==> config.mk <==
export PLATFORM = sky130hd
export DESIGN_NAME = truth_table_scanner
export DESIGN_NICKNAME = d
export VERILOG_FILES = /design/src/rtl/truth_table_scanner.sv
export SDC_FILE = /design/constraint.sdc
export NUM_CORES = 1
export LEC_CHECK = 0
export BUFFER_PORTS_ARGS = -buffer_cell sky130_fd_sc_hd__buf_4
export CAP_MARGIN = 20
export CORE_ASPECT_RATIO = 1.4
export CORE_MARGIN = 5
export CORE_UTILIZATION = 53
export DETAILED_ROUTE_END_ITERATION = 10
export GPL_ROUTABILITY_DRIVEN = 1
export HOLD_SLACK_MARGIN = 0.15
export PLACE_DENSITY = 0.89
export RECOVER_POWER = 25
export SYNTH_ARGS = -nofsm -noshare
export SYNTH_HDL_FRONTEND = slang
export SYNTH_SLANG_ARGS = --single-unit
export TNS_END_PERCENT = 50
==> constraint.sdc <==
create_clock -name clk -period 3.7 [get_ports clk]
set_input_delay 0.185 -clock clk [delete_from_list [all_inputs] [get_ports clk]]
set_output_delay 0.185 -clock clk [all_outputs]
set_load 0.02 [all_outputs]
==> src/rtl/truth_table_scanner.sv <==
// Exhaustive scanner for a 5-input combinational function: drives all 32 vectors,
// captures the response table and compares it with a golden table.
module truth_table_scanner #(
  parameter int HOLD_CYCLES = 2
) (
  input  logic        clk,
  input  logic        rst_n,
  input  logic        start,
  input  logic        abort,
  input  logic [31:0] expected,
  input  logic        y_in,
  output logic [4:0]  x_out,
  output logic        busy,
  output logic        done,
  output logic [31:0] table_out,
  output logic [5:0]  ones_count,
  output logic [5:0]  err_count,
  output logic [4:0]  first_err,
  output logic        pass
);

  typedef enum logic [1:0] {IDLE, DRIVE, SAMPLE, DONE} state_t;

  state_t     state, state_nxt;
  logic [3:0] hold_cnt;
  logic       hold_last, mism, accept;
  logic [5:0] err_nxt;

  assign hold_last = (hold_cnt == 4'(HOLD_CYCLES - 1));
  assign mism      = y_in ^ expected[x_out];
  assign err_nxt   = err_count + {5'd0, mism};
  assign accept    = start && !abort;

  // Status is decoded from state so an async reset clears it immediately.
  assign busy = (state == DRIVE) || (state == SAMPLE);
  assign done = (state == DONE);

  always_ff @(posedge clk or negedge rst_n) begin
    if (!rst_n) state <= IDLE;
    else        state <= state_nxt;
  end

  always_comb begin
    state_nxt = state;
    case (state)
      IDLE:    if (accept) state_nxt = DRIVE;
      DRIVE:   if (abort) state_nxt = IDLE;
               else if (hold_last) state_nxt = SAMPLE;
      SAMPLE:  if (abort) state_nxt = IDLE;
               else if (x_out == 5'd31) state_nxt = DONE;
               else state_nxt = DRIVE;
      DONE:    state_nxt = IDLE;
      default: state_nxt = IDLE;
    endcase
  end

  always_ff @(posedge clk or negedge rst_n) begin
    if (!rst_n) begin
      x_out      <= '0;
      hold_cnt   <= '0;
      table_out  <= '0;
      ones_count <= '0;
      err_count  <= '0;
      first_err  <= '0;
      pass       <= 1'b0;
    end else begin
      case (state)
        IDLE: if (accept) begin
          x_out      <= '0;
          hold_cnt   <= '0;
          table_out  <= '0;
          ones_count <= '0;
          err_count  <= '0;
          first_err  <= '0;
          pass       <= 1'b0;
        end
        DRIVE: if (!abort) hold_cnt <= hold_last ? 4'd0 : hold_cnt + 4'd1;
        // An abort during SAMPLE drops the in-flight sample entirely.
        SAMPLE: if (!abort) begin
          table_out[x_out] <= y_in;
          ones_count       <= ones_count + {5'd0, y_in};
          err_count        <= err_nxt;
          if (mism && err_count == 6'd0) first_err <= x_out;
          if (x_out == 5'd31) pass <= (err_nxt == 6'd0);
          else                x_out <= x_out + 5'd1;
        end
        default: ;
      endcase
    end
  end

endmodule

Word-level counts from Yosys, hierarchy flattened. Index checks and enable logic that the tools add are counted.

Mux-type cells: 34. Eq/ne operators: 12. Reductions and logical operators: 16. Bitwise gates (word level): 1. Add/subtract/negate cells: 4. $lt $le $gt $ge: 2.

Operator list (count): $mux W32 (2); $pmux W32 S2 (1); $bwmux W32 (1); $mux W5 (5); $pmux W6 S2 (2); $pmux W5 S2 (2); $mux W6 (3); $add A6 B1 Y6 (2); $logic_not A6 Y1 (2); $mux W4 (3); $reduce_and A4 Y1 (3); $mux W2 (5); $ne A2 B2 Y1 const B (4); $pmux W2 S4 (1); $pmux W4 S2 (1); $lt A5 B6 Y1 const B (1); $reduce_and A3 Y1 (2); $add A5 B1 Y5 const B (1); $bmux W1 S5 (1); $demux W1 S5 (1); $eq A5 B5 Y1 const B (1); $ge A5 B1 Y1 const B (1); $mux W1 (5); $add A4 B1 Y4 const B (1); 13 further kinds (18).

Register bits after elaboration: 61. Word-level logic and storage cells: 77. Output and inout bits: 57. Input port bits: 37.

Depth between registers and ports, before layout.
Depth in word-level cells: 8. Depth in mapped cells: 14. Mapped depth without buffers: 12.

Least setup slack after synthesis. OpenSTA, ideal clock, no wires.

Path type: flip-flop to flip-flop. Start: reg x_out[0]. End: reg pass. Required time: 3622 ps. Data arrival time: 2821 ps. Setup time: 78 ps. Setup slack: 802 ps. Stages on the path, launching flop included: 13. Clock period less this slack: 2898 ps. Path buffers: 1. Cell sequence: dfrtp_1 -> buf_6 -> mux4_2 -> a22oi_2 -> nand4_2 -> xor2_1 -> ha_1 -> ha_1 -> nand3_1 -> xnor2_1 -> nor4b_1 -> nand4_1 -> a21oi_1.

Word-level cells in the longest chain between the ends: 8. Elaborated cells on any way between the ends: 11. Those cells by class: 1 x add/sub; 2 x eq/ne; 5 x mux; 1 x bitwise; 2 x reduce/logical.

Ends and longest elaborated chain: start: declaration (RTL line 12) `output logic [4:0] x_out,`; start signal: assignment (RTL line 85) `else x_out <= x_out + 5'd1;`; $bmux W1 S5 (RTL line 30) `assign mism = y_in ^ expected[x_out];`; $mux W1 (not written as such) (RTL line 30); $xor A1 B1 Y1 (RTL line 30); $add A6 B1 Y6 (RTL line 31) `assign err_nxt = err_count + {5'd0, mism};`; $logic_not A6 Y1 (RTL line 84) `if (x_out == 5'd31) pass <= (err_nxt == 6'd0);`; $mux W1 (RTL line 84); $mux W1 (RTL line 79) `SAMPLE: if (!abort) begin`; $pmux W1 S2 (RTL line 67) `case (state)`; end signal: assignment (RTL line 84); end: declaration (RTL line 19) `output logic pass`.

Parallel ways exist; a longest one is shown, timed or not. The select of a mux whose other input is x is not followed. A chain may end at the register's enable or synchronous reset.

Worst setup path in the final report.
Start: reg x_out[2]. End: reg pass.

The elaborated chain is that of the path after synthesis.

==> impl_metrics.tcl <==
set metrics [dict create \
    fp.dieW_um 79.96 \
    synth-simple-area-share_pct 18.78 \
    outcome "finished, final reports clean" \
    worst_slack_ps 459.0 \
    ys_ff_latch 61 \
    path_class "reg -> reg" \
    synthTopCellsByCount "nand2_1, dfrtp_1, a22o_1" \
    antenna_found_initial 0 \
    setup_violations 0 \
    grtUsageTotal_pct 23.96 \
    wirelength_um 10050 \
    skew_ps 7.883 \
    worst_slew_pin_slew_ps 1477 \
    clock_latency_ps 340 \
    internal-power_w 0.001213 \
    syn_inst 388 \
    worst_path_most_repeated_cell "ha_1" \
    gr-total-overflow 0 \
    path_max_fanout 22 \
    switching_share_pct 34.53 \
    yosys_warnings 0 \
    area_delta_synth_final_pct 25.88 \
    coreArea_mm2 0.006613 \
    clockPowerShare_pct 32.0 \
    die_h_um 107.9 \
    drtAntennaViolNets 0 \
    row_count 35 \
    gp_congestion 0.9422 \
    ir_worst_vdd_uv 316.8 \
    relSlewSlack_pct 1.560 \
    vias_per_cell 5.930 \
    hold_depth 5 \
    layout_min_cycle_time_ps 3241 \
    syn-num-nets 440 \
    n_antenna_cell 0 \
    numCtsBuffers 9 \
    grt_setup_unrepaired "no" \
    cp_slowest_cell "dfrtp_1" \
    worstHoldPathType "in -> reg" \
    min_to "state[0]" \
    synthTopCellsByArea "dfrtp_1, nand2_1, a22o_1" \
    seq_area_frac_synth_pct 42.04 \
    drv_cap 0 \
    cts_tree "yes" \
    synth_top_family_by_area "simple AND/OR/NAND/NOR gates" \
    seq_area_mm2 0.001526 \
    synthAdderAreaFrac_pct 5.169 \
    drive_gt1_share_pct 27.88 \
    timing.final.crit_share_pct 87.59 \
    holdCritStartpoint "start" \
    rr_startpoint "x_out[2]" \
    postSynthAreaPerCell_um2 9.358 \
    slew_violations 0 \
    finalSetupTns_ps 0 \
    synth_xor_area_share_pct 2.171 \
    fmax_mhz 308.6 \
    root_buffer "clkbuf_8" \
    fp.dieArea_mm2 0.008630 \
    seq_power_share_pct 39.5 \
    synthArstFlopShare_pct 100.0 \
    cts.sinks 61 \
    path_cells "inv_1 > nor2_1 > a22oi_2 > nand4_2 > xor2_1 > ha_1 > ha_1 > nand3_1 > xnor2_1 > nor4b_1 > nand4_1 > a21oi_1" \
    vias 3374 \
    post_cts_buffers 0 \
    wl_per_cell_um 17.66 \
    h-tree-depth 3 \
    hold_viol 0 \
    synth_edf_count 0 \
    multiInputGateArea_mm2 0.001966 \
    yosysTopAreaCell "dfrtp_1" \
    synthMuxAreaShare_pct 12.82 \
    synth_top_area_share_pct 42.04 \
    grt_pass1_vias 3388 \
    power_w 0.001853 \
    yosysMostFrequentCell "nand2_1" \
    r2r_setup_slack_ps 460 \
    drt-initial-drc-count 206 \
    syn-cell-area_mm2 0.003631 \
    critPathCaptureType "flip-flop" \
    yosys.cell_types.count 38 \
    pre_cts_ws_ps 636.2 \
    place.port_buffers 93 \
    hold-worst-slack_ps 335.8 \
    p_sw_w 0.0006399 \
    dp_hpwl_um 7140 \
    cellPowerDensity_mw_per_mm2 405.4 \
    synth-compound-area-share_pct 15.20 \
    cp.arrival_ps 3510 \
    nets 524 \
    ys.flop_type "dfrtp_1" \
    first_pass_iters 5 \
    slowest_delay_ps 750 \
    rr_worst_depth 12 \
    grt_max_degree 62 \
    grt_pass1_wl_um 16190 \
    required_ps 3970 \
    pwr-share-comb_pct 28.5 \
    startpoint_type "flip-flop" \
    rr_endpoint "pass" \
    top_level_ports 94 \
    start_util_pct 54.91 \
    path_clk_slew_ps 70 \
    n_fill_cell 502 \
    p_leak_nw 2.223 \
    clock_path_buffers 2 \
    drc 0 \
]
[cells in the final DEF, fill, tap and decap left out, drive strengths merged, types with 6 or more instances in the layout]
master,netlist,final
a22o,35,35
nor2,17,17
ha,15,15
mux2,21,21
dfrtp,61,61
nand3,22,22
buf,5,93
nand2,84,84
o21ai,22,22
xor2,7,7
nand2b,6,6
mux2i,18,18
inv,7,7
nand4,7,7
clkbuf,22,16
[layer usage]
layer	up-vias	routed length [um]	share of wire, %	global-route usage (%)
met5	-	0	0	0
met2	161	5194	52	39.63
li1	1547	-	-	-
met3	34	675	6.7	6.250
met4	0	373	3.7	11.47
met1	1632	3806	38	28.79
[power groups by stage]
stage	Sequential (W)	Clock, W	Combinational, W
floorplan	0.000748	0	0.000355
global placement	0.000740	0	0.000508
detailed placement	0.000744	0	0.000518
CTS	0.000732	0.000598	0.000525
global route	0.000737	0.000633	0.000588
finish	0.000732	0.000593	0.000528
[layout make-up]
cell class,count,share of cell area (%)
inverter,7,0.5749
tap,92,2.518
clock inverter,4,1.040
multi-input combinational,293,43.01
sequential,61,33.40
clock buffer,12,3.175
timing repair buffer,100,16.29
[worst max-delay path by stage]
| stage | from | to | slack (ps) | cells past startpoint |
|---|---|---|---|---|
| floorplan | x_out[0] | pass | 800 | 12 |
| global placement | x_out[2] | pass | 880 | 12 |
| detailed placement | x_out[2] | pass | 640 | 12 |
| CTS | x_out[2] | pass | 540 | 12 |
| global route | x_out[2] | pass | 230 | 12 |
| finish | x_out[2] | pass | 460 | 12 |
[metrics by stage]
step / instances / utilization, % / instance area, um2
CTS: 569 / 69.33 / 4584
floorplan: 388 / - / 3631
global placement: 550 / 65.96 / 4362
global route: 569 / 69.12 / 4571
detailed placement: 550 / 65.96 / 4362
finish: 569 / 69.12 / 4571
[sequential cells by signal (all words and copies together), names as in the netlist]
signal      count
ones_count      6
first_err       5
pass            1
table_out      32
hold_cnt        4
x_out           5
err_count       6
state           2
[kinds of logic (layout without fill, tap and decap cells)]
group,after synthesis,after routing
xor gates and xnor gates,9,9
and+or+nand+nor,152,152
muxes,41,41
AOI/OAI and AO/OA,76,76
adders and majority gates,15,15
buffers and inverters,34,123
DFF,61,61
[critical path, delay by kind of cell, from the launching register on]
family	cells	cell delay, ps
simple gates	5	1090
flops	1	750
fa+ha+maj	2	510
xor+xnor	2	350
compound gates	2	240
buf+inv	1	230
[repair_timing]
item / in CTS / in global routing
resized for setup: 0 / 0
hold buffers: 3 / 0
endpoints found under the hold margin: 63 / 0
No activity file was read; power rests on OpenSTA's default activity.
